==> src/rtl/pipe_pkg.sv <==
// ---------------------------------------------------------------------------
// pipe_pkg
// Shared definitions for the inter-stage pipeline buffers: the NOP payload
// that stands in for an empty stage, IF->ID payload packing helpers, and the
// bit positions of the per-stage stall vector used by wrapper instances.
// ---------------------------------------------------------------------------
package pipe_pkg;

  // Bubble payload: pc = 0, ins = addi x0, x0, 0
  localparam logic [31:0] NOP_PC  = 32'h0000_0000;
  localparam logic [31:0] NOP_INS = 32'h0000_0013;

  localparam int IFID_WIDTH = 64;

  // Stall vector bit positions, one per pipeline boundary
  localparam int STALL_IF  = 0;
  localparam int STALL_ID  = 1;
  localparam int STALL_EX  = 2;
  localparam int STALL_MEM = 3;
  localparam int STALL_WB  = 4;
  localparam int STALL_W   = 5;

  typedef struct packed {
    logic [31:0] pc;
    logic [31:0] ins;
  } ifid_payload_t;

  function automatic logic [IFID_WIDTH-1:0] pack_ifid(input logic [31:0] pc,
                                                      input logic [31:0] ins);
    return {pc, ins};
  endfunction

  function automatic logic [31:0] ifid_pc(input logic [IFID_WIDTH-1:0] payload);
    return payload[63:32];
  endfunction

  function automatic logic [31:0] ifid_ins(input logic [IFID_WIDTH-1:0] payload);
    return payload[31:0];
  endfunction

endpackage

==> src/rtl/pipe_buf_mem.sv <==
// ---------------------------------------------------------------------------
// pipe_buf_mem
// DEPTH x WIDTH storage for the stage buffer. One synchronous write port and
// one asynchronous read port so the head entry is visible in the same cycle
// the read pointer points at it. Contents are deliberately not reset; the
// owner's count decides whether an entry is meaningful.
//
// Ports:
//   clk_in   : clock, write on rising edge
//   wr_en    : write strobe
//   wr_addr  : write index
//   wr_data  : write payload
//   rd_addr  : read index
//   rd_data  : payload at rd_addr (combinational)
// ---------------------------------------------------------------------------
module pipe_buf_mem
  import pipe_pkg::*;
#(
  parameter int WIDTH = 64,
  parameter int DEPTH = 2,
  parameter int PTR_W = 1
) (
  input  logic             clk_in,
  input  logic             wr_en,
  input  logic [PTR_W-1:0] wr_addr,
  input  logic [WIDTH-1:0] wr_data,
  input  logic [PTR_W-1:0] rd_addr,
  output logic [WIDTH-1:0] rd_data
);

  logic [WIDTH-1:0] r_mem [0:DEPTH-1];

  always_ff @(posedge clk_in) begin
    if (wr_en) begin
      r_mem[wr_addr] <= wr_data;
    end
  end

  assign rd_data = r_mem[rd_addr];

endmodule

==> src/rtl/pipe_stage_buf.sv <==
// ---------------------------------------------------------------------------
// pipe_stage_buf
// Elastic DEPTH-entry buffer between two pipeline stages with valid/ready on
// both sides. up_ready is a function of the registered count only, so there
// is no combinational path from dn_ready (or anything else) to up_ready, and
// none from up_* to dn_*: an entry pushed into an empty buffer appears on the
// downstream side one cycle later. While empty, dn_data carries NOP_VAL so a
// consumer that ignores dn_valid still sees a bubble.
//
// Ports:
//   clk_in   : clock
//   rst_in   : asynchronous active-low reset (pointers and count only)
//   rdy_in   : chip ready; low freezes every state element
//   clear    : synchronous flush (empties buffer, discards same-cycle push/pop)
//   up_valid : producer has an entry
//   up_data  : producer payload
//   up_ready : buffer has room
//   dn_valid : head entry present
//   dn_data  : head payload, NOP_VAL when empty
//   dn_ready : consumer takes head
//   count    : number of occupied entries
// ---------------------------------------------------------------------------
module pipe_stage_buf
  import pipe_pkg::*;
#(
  parameter int               WIDTH   = 64,
  parameter int               DEPTH   = 2,
  parameter logic [WIDTH-1:0] NOP_VAL = WIDTH'({NOP_PC, NOP_INS})
) (
  input  logic                         clk_in,
  input  logic                         rst_in,
  input  logic                         rdy_in,
  input  logic                         clear,
  input  logic                         up_valid,
  input  logic [WIDTH-1:0]             up_data,
  output logic                         up_ready,
  output logic                         dn_valid,
  output logic [WIDTH-1:0]             dn_data,
  input  logic                         dn_ready,
  output logic [$clog2(DEPTH+1)-1:0]   count
);

  // A one-entry buffer still needs a 1-bit pointer signal; it just never moves.
  localparam int PTR_W = (DEPTH > 1) ? $clog2(DEPTH) : 1;
  localparam int CNT_W = $clog2(DEPTH + 1);

  logic [PTR_W-1:0] r_wr_ptr;
  logic [PTR_W-1:0] r_rd_ptr;
  logic [CNT_W-1:0] r_count;

  logic             w_push;
  logic             w_pop;
  logic [WIDTH-1:0] w_rd_data;

  // Wrap at DEPTH-1 explicitly so DEPTH=1 keeps the pointer pinned at 0.
  function automatic logic [PTR_W-1:0] ptr_inc(input logic [PTR_W-1:0] p);
    return (p == PTR_W'(DEPTH - 1)) ? '0 : p + 1'b1;
  endfunction

  assign up_ready = (r_count != CNT_W'(DEPTH));
  assign dn_valid = (r_count != '0);
  assign count    = r_count;

  // clear and a low rdy_in both veto data movement in this cycle.
  assign w_push = up_valid & up_ready & rdy_in & ~clear;
  assign w_pop  = dn_valid & dn_ready & rdy_in & ~clear;

  always_ff @(posedge clk_in or negedge rst_in) begin
    if (!rst_in) begin
      r_wr_ptr <= '0;
      r_rd_ptr <= '0;
      r_count  <= '0;
    end else if (rdy_in) begin
      if (clear) begin
        r_wr_ptr <= '0;
        r_rd_ptr <= '0;
        r_count  <= '0;
      end else begin
        if (w_push) begin
          r_wr_ptr <= ptr_inc(r_wr_ptr);
        end
        if (w_pop) begin
          r_rd_ptr <= ptr_inc(r_rd_ptr);
        end
        case ({w_push, w_pop})
          2'b10:   r_count <= r_count + 1'b1;
          2'b01:   r_count <= r_count - 1'b1;
          default: r_count <= r_count;
        endcase
      end
    end
  end

  pipe_buf_mem #(
    .WIDTH (WIDTH),
    .DEPTH (DEPTH),
    .PTR_W (PTR_W)
  ) u_mem (
    .clk_in  (clk_in),
    .wr_en   (w_push),
    .wr_addr (r_wr_ptr),
    .wr_data (up_data),
    .rd_addr (r_rd_ptr),
    .rd_data (w_rd_data)
  );

  assign dn_data = dn_valid ? w_rd_data : NOP_VAL;

endmodule

==> config.mk <==
export PLATFORM = sky130hd
export DESIGN_NAME = pipe_stage_buf
export DESIGN_NICKNAME = d
export VERILOG_FILES = /design/src/rtl/pipe_pkg.sv /design/src/rtl/pipe_buf_mem.sv /design/src/rtl/pipe_stage_buf.sv
export SDC_FILE = /design/constraint.sdc
export NUM_CORES = 1
export LEC_CHECK = 0
export BUFFER_PORTS_ARGS = -buffer_cell sky130_fd_sc_hd__clkbuf_2
export CORE_MARGIN = 10
export CORE_UTILIZATION = 56
export CTS_CLUSTER_DIAMETER = 40
export CTS_CLUSTER_SIZE = 20
export DETAILED_ROUTE_END_ITERATION = 12
export PLACE_DENSITY = 0.86
export SLEW_MARGIN = 20
export SYNTH_ARGS = -nofsm -noshare
export SYNTH_HDL_FRONTEND = slang
export SYNTH_SLANG_ARGS = --single-unit
==> constraint.sdc <==
create_clock -name clk_in -period 8.8 [get_ports clk_in]
set_input_delay 0.88 -clock clk_in [delete_from_list [all_inputs] [get_ports clk_in]]
set_output_delay 0.88 -clock clk_in [all_outputs]
set_load 0.03 [all_outputs]
==> metrics.txt <==
routed via count=2,963; Yosys warnings=0; clock skew=0.008602 ns; Core Region=8806 sq um; combinational family with the most area after synthesis=multiplexers; Total Negative Setup Slacks=0 ns; top fanout value on the critical path=66; quantity of hold-fixing buffers added after cts=0; Tcrit/Tclk final=36.67%; Clk pwr share=39.1%; area share of the leading cell type in the synthesized netlist=75.50%; number of antenna violations at the first check in global routing=0; buffers inserted during post-CTS setup optimization=0; Resize count post-CTS=0; Max Cap Violations=0; area of the die=13,310 sq um; result of the run=finished, final reports clean; root buf cell=clkbuf_8; Rel. slew slack=25.93%; required time of the worst setup path=7.92 ns; max-slew violation count=0; Area growth, synth to finish=26.22%; IR Drop Worst-Case VDD=207.8 uV; endpoint arrival time on the critical path=2.35 ns; category of the worst setup path launch point=register; Starting DRT DRC Count=168; total power per unit cell area=263.8 nW/um^2; largest net degree at the start of global routing=67; wire length of the first global-routing pass=16,590 um; number of search-and-repair iterations in the first detailed-routing pass=4; post-synth design cell area=5091 sq um; final global-route overflow total=0; shortest clock period the worst path allows after layout=3.227 ns; xor and xnor fraction of the mapped netlist area=0%; routed wire length=10,540 um; count of antenna diodes in the layout=0; Antenna Nets Post-Route=0; count of non-filler cells in the finished layout=566; library cell occupying the most area in the post-synthesis netlist=edfxtp_1; Static Leakage=2.421 nW; main area contributors after synthesis=edfxtp_1 (75%), mux2i_1 (13%), nor2_1 (4.7%), dfrtp_1 (2.0%), buf_6 (1.1%); die width=115.4 um; Clock Pin Slew Worst Setup and Hold Paths=0.06 ns; post-synthesis sequential element count=132; Routability Congestion=0.7803; clk buf depth=2; Cell variety after synth=20; number of port buffers=137; fraction of layout cells with a size suffix above 1=38.43%; switching share of power=28.54%; maximum clock frequency=309.9 MHz; clock tree from TritonCTS=done; reg-to-reg setup timing slack=6.08 ns; kind of end point of the critical path=output pin; internal power=0.001211 W; DRC viols=0; number of nets in the finished design=515; synthesized instance count=300; Comb power frac=16.9%; average detailed-routed wire length per instance=18.63 um; via count of the first global-routing pass=3,241; worst reg2reg path depth=4; Inserted Clock Buffers=17; destination of the worst register-to-register timing path=u_mem.r_mem[1][60]; number of instances in the placed design=534; syn nets=370; class of the worst hold path=primary input to asynchronous set/reset pin; number of sinks on the clock net=132; post-synthesis share of cell area spent on full adders, half adders and majority gates=0%; average size of a mapped cell=16.97 sq um; Net Switching=0.0004839 W; HPWL after detailed placement=6930 um; part of the Yosys area used for sequential elements=77.46%; final-layout worst hold slack=0.1887 ns; unrepaired setup endpoints after global routing=false; share of the synthesized area in compound gates (AO/OA/AOI/OAI)=1.327%; starting density of the core=57.81%; relative contribution of sequential cells to total power=44.0%; number of I/O pins=138; Crit Path Category=register to output pin; final hold viol count=0; clock network latency to the later pin of the worst-skew pair=0.49 ns; total routing usage reported by global routing=16.05%; proportion of synthesized area in mux cells=12.78%; FP Rows=34; transition time at the pin with the least slew margin=1.111 ns; via count normalized by instance count=5.235; Die Height=115.4 um; Simple-Gate Fraction of Synth Area=6.291%; origin of the critical flop-to-flop path=count[0]; count of final setup violators=0; CTS H-tree lvls=4
## cell families after synthesis
kind of cell    count (synthesis)
flops                         132
compound gates                 11
buf+inv                        17
simple gates                   75
mux                            65
## worst max-delay path by stage
stage,depth (start not counted),to,slack (ns),start
after floorplan,3,u_mem.r_mem[0][0],4.50,count[0]
after CTS,3,dn_data[29],5.51,r_rd_ptr
after detailed placement,4,u_mem.r_mem[1][50],5.73,clear
after global placement,4,u_mem.r_mem[1][51],5.79,clear
final,3,dn_data[29],5.57,r_rd_ptr
after global routing,3,dn_data[29],5.41,r_rd_ptr
## registers in the layout, summed over array words and instances, names as in the netlist
name         flops
u_mem.r_mem    128
r_rd_ptr         1
count            2
r_wr_ptr         1
## final cells by class
cell class                 count  area [sq um]
timing repair buffer         140         708.2
tap                          108         135.1
multi-input combinational    151          1054
clock buffer                  18         417.9
inverter                       3         11.26
clock inverter                14         152.6
fill                         580          2380
sequential                   132          3948
## layer usage
| metal | up-vias | GRT usage (%) | share of wire, % | routed length (um) |
|---|---|---|---|---|
| met5 | - | 0 | 0 | 0 |
| met3 | 6 | 6.510 | 8.8 | 925 |
| li1 | 1419 | - | - | - |
| met2 | 109 | 27.08 | 52 | 5435 |
| met4 | 0 | 4.899 | 0.83 | 87 |
| met1 | 1429 | 18.39 | 39 | 4095 |
## metrics by stage
| stage | utilization [%] | area, sq um | setup WS [ns] | power, W |
|---|---|---|---|---|
| final | 72.98 | 6426 | 5.573 | 0.001695 |
| after global routing | 72.98 | 6426 | 5.414 | 0.001759 |
| after CTS | 72.98 | 6426 | 5.507 | 0.001711 |
| after detailed placement | 66.50 | 5856 | 5.725 | 0.001049 |
| after global placement | 66.50 | 5856 | 5.791 | 0.001044 |
| after floorplan | - | 5091 | 4.501 | 0.0009586 |
## critical path: stages, from the launching register on
cell,delay [ns]
dfrtp_4,1.15
mux2i_1,0.22
nor2_1,0.21
clkbuf_2,0.24
## placed cells by master (no fill, tap or decap), drive strengths merged
cell type,n
clkbuf,155
edfxtp,128
mux2i,65
nor2,65
inv,7
clkinv,6
dfrtp,4
nand2,3
nand4b,3
a31oi,3
a21oi,3
buf,3
nand2b,3
o2bb2ai,2
o21ai,2
bufinv,2
clkinvlp,2
nor3,1
o22ai,1
## power groups by stage
stage / registers, W / logic (W) / clock network [W]
4_1_cts: 0.000746 / 0.000292 / 0.000672
3_5_place_dp: 0.000759 / 0.000290 / 0
2_1_floorplan: 0.000738 / 0.000221 / 0
6_report: 0.000746 / 0.000287 / 0.000662
3_3_place_gp: 0.000758 / 0.000286 / 0
5_1_grt: 0.000749 / 0.000310 / 0.000700
## cells in the mapped netlist
cell type,instances
edfxtp_1,128
o22ai_1,1
nor2_1,64
nor3_2,1
buf_2,6
o2bb2ai_1,2
nand4b_1,3
a31oi_1,3
mux2i_1,65
nand2_1,3
nand2b_2,1
nor2_4,1
inv_1,2
buf_1,3
a21oi_1,3
dfrtp_1,4
inv_2,1
nand2b_1,2
buf_6,5
o21ai_1,2
Power figures use the tool's default switching activity.
